===== src/rtl/alu_cmd_pkg.sv =====
// Shared constants and types for the ALU command issuer.
package alu_cmd_pkg;

    localparam int unsigned ALU_DATA_W = 8;
    localparam int unsigned ALU_OP_W   = 3;
    localparam int unsigned CMD_DEPTH  = 4;

    // ALU opcodes
    localparam logic [ALU_OP_W-1:0] OP_AND = 3'd0;
    localparam logic [ALU_OP_W-1:0] OP_OR  = 3'd1;
    localparam logic [ALU_OP_W-1:0] OP_ADD = 3'd2;
    localparam logic [ALU_OP_W-1:0] OP_SUB = 3'd3;
    localparam logic [ALU_OP_W-1:0] OP_SHL = 3'd4;
    localparam logic [ALU_OP_W-1:0] OP_SHR = 3'd5;
    localparam logic [ALU_OP_W-1:0] OP_NOT = 3'd6;
    localparam logic [ALU_OP_W-1:0] OP_XOR = 3'd7;

    // Issue FSM; capture happens on the ISSUE->RESP edge
    typedef enum logic [1:0] {
        ST_IDLE  = 2'd0,
        ST_ISSUE = 2'd1,
        ST_RESP  = 2'd2
    } state_t;

    // Command record as stored in the FIFO: {opcode, a, b, chain}
    typedef struct packed {
        logic [ALU_OP_W-1:0]   opcode;
        logic [ALU_DATA_W-1:0] a;
        logic [ALU_DATA_W-1:0] b;
        logic                  chain;
    } cmd_t;

    localparam int unsigned CMD_W = $bits(cmd_t);

endpackage


===== src/rtl/alu_cmd_fifo.sv =====
// Synchronous show-ahead FIFO; head entry is visible on rd_data while non-empty.
module alu_cmd_fifo #(
    parameter int unsigned WIDTH = 20,
    parameter int unsigned DEPTH = 4
) (
    input  logic             clk,
    input  logic             rst_n,
    input  logic             push,
    input  logic [WIDTH-1:0] wr_data,
    input  logic             pop,
    output logic [WIDTH-1:0] rd_data,
    output logic             full,
    output logic             empty
);

    localparam int unsigned AW = (DEPTH > 1) ? $clog2(DEPTH) : 1;
    localparam int unsigned CW = $clog2(DEPTH + 1);

    logic [WIDTH-1:0] mem [DEPTH];
    logic [AW-1:0]    wr_ptr;
    logic [AW-1:0]    rd_ptr;
    logic [CW-1:0]    count;
    logic             do_push;
    logic             do_pop;

    assign do_push = push && !full;
    assign do_pop  = pop && !empty;
    assign full    = (count == CW'(DEPTH));
    assign empty   = (count == '0);
    assign rd_data = mem[rd_ptr];

    // Storage array, written only on an accepted push
    always_ff @(posedge clk) begin
        if (do_push) begin
            mem[wr_ptr] <= wr_data;
        end
    end

    // Pointers and occupancy
    always_ff @(posedge clk or negedge rst_n) begin
        if (!rst_n) begin
            wr_ptr <= '0;
            rd_ptr <= '0;
            count  <= '0;
        end else begin
            if (do_push) begin
                wr_ptr <= wr_ptr + AW'(1);
            end
            if (do_pop) begin
                rd_ptr <= rd_ptr + AW'(1);
            end
            case ({do_push, do_pop})
                2'b10:   count <= count + CW'(1);
                2'b01:   count <= count - CW'(1);
                default: count <= count;
            endcase
        end
    end

endmodule


===== src/rtl/alu_cmd_issuer.sv =====
// Front-end that queues ALU commands, issues them one at a time and returns
// masked results in order on a valid/ready response stream.
module alu_cmd_issuer
    import alu_cmd_pkg::*;
#(
    parameter int unsigned DATA_W = ALU_DATA_W,
    parameter int unsigned OP_W   = ALU_OP_W,
    parameter int unsigned DEPTH  = CMD_DEPTH
) (
    input  logic              clk,
    input  logic              rst_n,
    input  logic              cmd_valid,
    output logic              cmd_ready,
    input  logic [OP_W-1:0]   cmd_opcode,
    input  logic [DATA_W-1:0] cmd_a,
    input  logic [DATA_W-1:0] cmd_b,
    input  logic              cmd_chain,
    output logic [DATA_W-1:0] alu_a,
    output logic [DATA_W-1:0] alu_b,
    output logic [OP_W-1:0]   alu_opcode,
    input  logic [DATA_W-1:0] alu_result,
    input  logic              alu_zero,
    input  logic              alu_carry,
    input  logic              alu_overflow,
    output logic              rsp_valid,
    input  logic              rsp_ready,
    output logic [DATA_W-1:0] rsp_result,
    output logic              rsp_zero,
    output logic              rsp_carry,
    output logic              rsp_overflow,
    output logic              busy,
    output logic [7:0]        op_count
);

    localparam int unsigned REC_W = OP_W + 2 * DATA_W + 1;

    state_t            state;
    state_t            next_state;
    logic              pop;
    logic              capture;
    logic              retire;
    logic              fifo_full;
    logic              fifo_empty;
    logic [REC_W-1:0]  fifo_wr;
    logic [REC_W-1:0]  fifo_rd;
    logic [OP_W-1:0]   head_opcode;
    logic [DATA_W-1:0] head_a;
    logic [DATA_W-1:0] head_b;
    logic              head_chain;
    logic [DATA_W-1:0] acc;
    logic              op_is_add;
    logic              same_sign;

    assign fifo_wr = {cmd_opcode, cmd_a, cmd_b, cmd_chain};
    assign {head_opcode, head_a, head_b, head_chain} = fifo_rd;

    alu_cmd_fifo #(
        .WIDTH (REC_W),
        .DEPTH (DEPTH)
    ) u_fifo (
        .clk     (clk),
        .rst_n   (rst_n),
        .push    (cmd_valid),
        .wr_data (fifo_wr),
        .pop     (pop),
        .rd_data (fifo_rd),
        .full    (fifo_full),
        .empty   (fifo_empty)
    );

    // No pass-through: a full FIFO refuses even when a pop happens this cycle
    assign cmd_ready = !fifo_full;
    assign busy      = (state != ST_IDLE) || !fifo_empty;

    assign op_is_add = (alu_opcode == OP_W'(OP_ADD));
    assign same_sign = (alu_a[DATA_W-1] == alu_b[DATA_W-1]);

    // State register
    always_ff @(posedge clk or negedge rst_n) begin
        if (!rst_n) begin
            state <= ST_IDLE;
        end else begin
            state <= next_state;
        end
    end

    // Next-state logic
    always_comb begin
        next_state = state;
        case (state)
            ST_IDLE:  if (!fifo_empty) next_state = ST_ISSUE;
            ST_ISSUE: next_state = ST_RESP;
            ST_RESP:  if (rsp_ready) next_state = ST_IDLE;
            default:  next_state = ST_IDLE;
        endcase
    end

    // Control strobes decoded from the current state
    always_comb begin
        pop     = 1'b0;
        capture = 1'b0;
        retire  = 1'b0;
        case (state)
            ST_IDLE:  pop     = !fifo_empty;
            ST_ISSUE: capture = 1'b1;
            ST_RESP:  retire  = rsp_valid && rsp_ready;
            default:  ;
        endcase
    end

    // ALU operand/opcode registers; they hold their last values between issues
    always_ff @(posedge clk or negedge rst_n) begin
        if (!rst_n) begin
            alu_a      <= '0;
            alu_b      <= '0;
            alu_opcode <= '0;
        end else if (pop) begin
            alu_a      <= head_chain ? acc : head_a;
            alu_b      <= head_b;
            alu_opcode <= head_opcode;
        end
    end

    // Result capture with flag masking, accumulator update and response handshake
    always_ff @(posedge clk or negedge rst_n) begin
        if (!rst_n) begin
            rsp_valid    <= 1'b0;
            rsp_result   <= '0;
            rsp_zero     <= 1'b0;
            rsp_carry    <= 1'b0;
            rsp_overflow <= 1'b0;
            acc          <= '0;
            op_count     <= '0;
        end else if (capture) begin
            rsp_valid    <= 1'b1;
            rsp_result   <= alu_result;
            rsp_zero     <= alu_zero;
            rsp_carry    <= op_is_add && alu_carry;
            rsp_overflow <= op_is_add && alu_overflow && same_sign;
            acc          <= alu_result;
        end else if (retire) begin
            rsp_valid    <= 1'b0;
            op_count     <= op_count + 8'd1;
        end
    end

endmodule


===== config.mk =====
export PLATFORM = sky130hd
export DESIGN_NAME = alu_cmd_issuer
export DESIGN_NICKNAME = d
export VERILOG_FILES = /design/src/rtl/alu_cmd_pkg.sv /design/src/rtl/alu_cmd_fifo.sv /design/src/rtl/alu_cmd_issuer.sv
export SDC_FILE = /design/constraint.sdc
export NUM_CORES = 1
export LEC_CHECK = 0
export CAP_MARGIN = 20
export CORE_MARGIN = 5
export CORE_UTILIZATION = 40
export CTS_CLUSTER_DIAMETER = 150
export DETAILED_ROUTE_END_ITERATION = 16
export MAX_ROUTING_LAYER = met4
export SLEW_MARGIN = 20
export SYNTH_ARGS = -nofsm -noshare
export SYNTH_HDL_FRONTEND = slang
export SYNTH_SLANG_ARGS = --single-unit
export TNS_END_PERCENT = 30

===== constraint.sdc =====
create_clock -name clk -period 2.5 [get_ports clk]
set_input_delay 0.375 -clock clk [delete_from_list [all_inputs] [get_ports clk]]
set_output_delay 0.375 -clock clk [all_outputs]
set_load 0.05 [all_outputs]

==> impl_metrics.tcl, run 1 <==
set metrics [dict create \
    status "finished, final reports clean" \
    path_buf_inv 1 \
    finalCritPeriodShare_pct 94.9 \
    dieArea_sq_um 15000 \
    drtPass1Iterations 4 \
    final_common_cell "edfxtp_1" \
    cap_violations 0 \
    path_clk_slew_ns 0.06 \
    cp-end-kind "output pin" \
    critPathKind "flip-flop to output pin" \
    ys_warn_count 0 \
    slew_headroom_pct 51.3 \
    drtIter0Drc 205 \
    die_w_um 123 \
    cts_buffers 17 \
    fin_worst_skew_ns 0.00773 \
    start_util_pct 40.6 \
    grt_pass1_wl_mm 15.3 \
    seq_area_frac_synth_pct 71.0 \
    p_leak_nw 2.62 \
    via_per_inst 4.74 \
    slowest_stage "clkdlybuf4s50_1" \
    required_ns 2.12 \
    synth_fp_nets 331 \
    dpl_cell_area_sq_um 6070 \
    antenna_found_initial 0 \
    antenna_left 0 \
    ys_types 34 \
    core_area_sq_um 12500 \
    hold_path_class "input pin to asynchronous set/reset pin" \
    synth_top_area_share_pct 47.3 \
    gp_routability_congestion 0.778 \
    cp.arrival_ns 2.00 \
    post-place-ws_ns 0.324 \
    synth-seq-cells 128 \
    num_rows 41 \
    grt_max_degree 21 \
    rsz0062_at_grt "false" \
    grt_use_total_pct 14.4 \
    areaGrowthSynthToFinish_pct 31.6 \
    nets 429 \
    cpPeakStageDelay_ns 0.71 \
    drive_above_1_share_pct 19.8 \
    ios 76 \
    fin_ws_ns 0.128 \
    cp_cell_sequence "or3b_4, clkdlybuf4s50_1" \
    cts.sinks 128 \
    crit_fanout 6 \
    tightest_slew_ns 0.729 \
    startpoint_type "flip-flop" \
    tns_ns 0 \
    port_buffers 75 \
    multiInputGateArea_sq_um 1370 \
    clk_latency_ns 0.41 \
    avgSynthCellArea_sq_um 17.6 \
    drc 0 \
    netlist_area_sq_um 5080 \
    hold_viol 0 \
    setup_viol 0 \
    hpwl_mm 6.38 \
    ys_top_cells_by_area "edfxtp_1 47%, dfrtp_1 24%, mux4_2 6.2%" \
    post_cts_buffers 0 \
    power_density_nw_per_um2 1430 \
    syn-instance-count 289 \
    final_cell_mix "80 x edfxtp_1, 73 x clkdlybuf4s50_1, 48 x dfrtp_1" \
    period_needed_ns 2.37 \
    grt_pass1_vias 2846 \
    hold_buffers 1 \
    fin_area_sq_um 6680 \
    totalWireLength_mm 9.65 \
    drv_slew 0 \
    die_h_um 123 \
    ir_worst_vdd_uv 476 \
    fillerInstances 1085 \
    regArea_sq_um 3600 \
    avgRoutedWirePerCell_um 16.9 \
    cp_top_family "buffers and inverters" \
    vias 2711 \
    num_antenna_cells 0 \
    overflow 0 \
    p_total_mw 9.57 \
    root_buffer "clkbuf_16" \
    cts.repair.resized 0 \
    synth_top_area_cell "edfxtp_1" \
    cts_buffer_depth 2 \
    htreeDepth 4 \
    cts_tree "built" \
    final-instance-count-excl-fill 572 \
    fmax_mhz 422 \
    dp.cells 539 \
]
==> metrics by stage <==
stage	hold slack (ns)	util, %
2_1_floorplan	0.0794	-
3_3_place_gp	0.334	48.5
3_5_place_dp	0.323	48.5
4_1_cts	0.417	53.4
5_1_grt	0.465	53.4
6_report	0.436	53.4
==> synth_stat cells, drive strengths merged <==
cell    count
clkbuf      6
nand4b      1
dfrtp      48
nor4        2
buf         5
or3b        1
o21ai      18
ha          6
nor3        2
xnor2       7
nand4       1
xor2        7
nand2b      3
nand3       4
fa          1
nor3b       2
nand2      34
or2         2
mux2       14
mux2i       8
nor2        4
edfxtp     80
clkinv      1
nor2b       1
inv         6
and2        1
and3        4
mux4       20
==> power by group <==
part | switching, mW | total, mW | leakage (nW) | internal (mW)
combinational | 2.16 | 3.78 | 1.00 | 1.62
clock | 0.843 | 2.47 | 0.300 | 1.63
sequential | 0.396 | 3.31 | 1.32 | 2.92
==> final timing paths <==
kind | slack [ns] | to | cells after the start | start
min reg2reg | 0.47 | op_count[7]$_DFFE_PN0P_ | 1 | op_count[7]$_DFFE_PN0P_
min | 0.44 | acc[6]$_DFFE_PN0P_ | 2 | rst_n
min in group clk | 0.47 | op_count[7]$_DFFE_PN0P_ | 1 | op_count[7]$_DFFE_PN0P_
max in group asynchronous | 1.47 | u_fifo.count[1]$_DFFE_PN0P_ | 3 | rst_n
max | 0.13 | cmd_ready | 2 | u_fifo.count[0]$_DFFE_PN0P_
max reg2reg | 0.39 | u_fifo.count[1]$_DFFE_PN0P_ | 6 | u_fifo.count[0]$_DFFE_PN0P_
==> cell type report <==
cell class / count / area share (%)
Sequential cell: 128 / 53.9
Multi-Input combinational cell: 143 / 20.5
Timing Repair Buffer: 90 / 12.8
Clock buffer: 20 / 6.98
Tap cell: 172 / 3.22
Clock inverter: 12 / 2.08
Inverter: 7 / 0.412
==> worst register-to-register path, cell delays in order, from the launching register on <==
cell and delay [ns]:
dfrtp_1 0.43, or3b_4 0.44, and2_4 0.19, inv_1 0.05
ha_1 0.19, fa_1 0.42, mux2_2 0.27
==> sequential cells by signal, summed over array words and instances (netlist names) <==
signal / count
acc: 8
alu_a: 8
alu_b: 8
alu_opcode: 3
op_count: 8
rsp_carry: 1
rsp_overflow: 1
rsp_valid: 1
rsp_zero: 1
state: 2
u_fifo.count: 3
u_fifo.mem: 80
u_fifo.rd_ptr: 2
u_fifo.wr_ptr: 2
==> per-layer routing <==
layer | track usage (%) | vias up | share of wire, %
met5 | - | - | 0
met1 | 17.7 | 1349 | 43
li1 | - | 1278 | -
met2 | 22.6 | 72 | 50
met4 | 6.30 | 0 | 1.5
met3 | 3.92 | 12 | 5.6
==> cell families after synthesis <==
family	count (synthesis)	synth area share (%)
flip-flops	128	71.0
AND/OR/NAND/NOR	62	6.09
multiplexers	42	14.9
AO/OA/AOI/OAI	18	1.77
buffers and inverters	18	1.97
XOR/XNOR	14	2.42
adder cells (fa/ha/maj)	7	1.87
Power figures use the tool's default switching activity.
==> run 2, diff against run 1 <==
--- a/config.mk
+++ b/config.mk
@@ -5,7 +5,7 @@
 export SDC_FILE = /design/constraint.sdc
 export NUM_CORES = 1
 export LEC_CHECK = 0
-export CAP_MARGIN = 20
+export ABC_CLOCK_PERIOD_IN_PS = 2500
 export CORE_MARGIN = 5
 export CORE_UTILIZATION = 40
 export CTS_CLUSTER_DIAMETER = 150
==> results of run 2 <==
Final layout, timing and power as in run 1 (identical DEF).
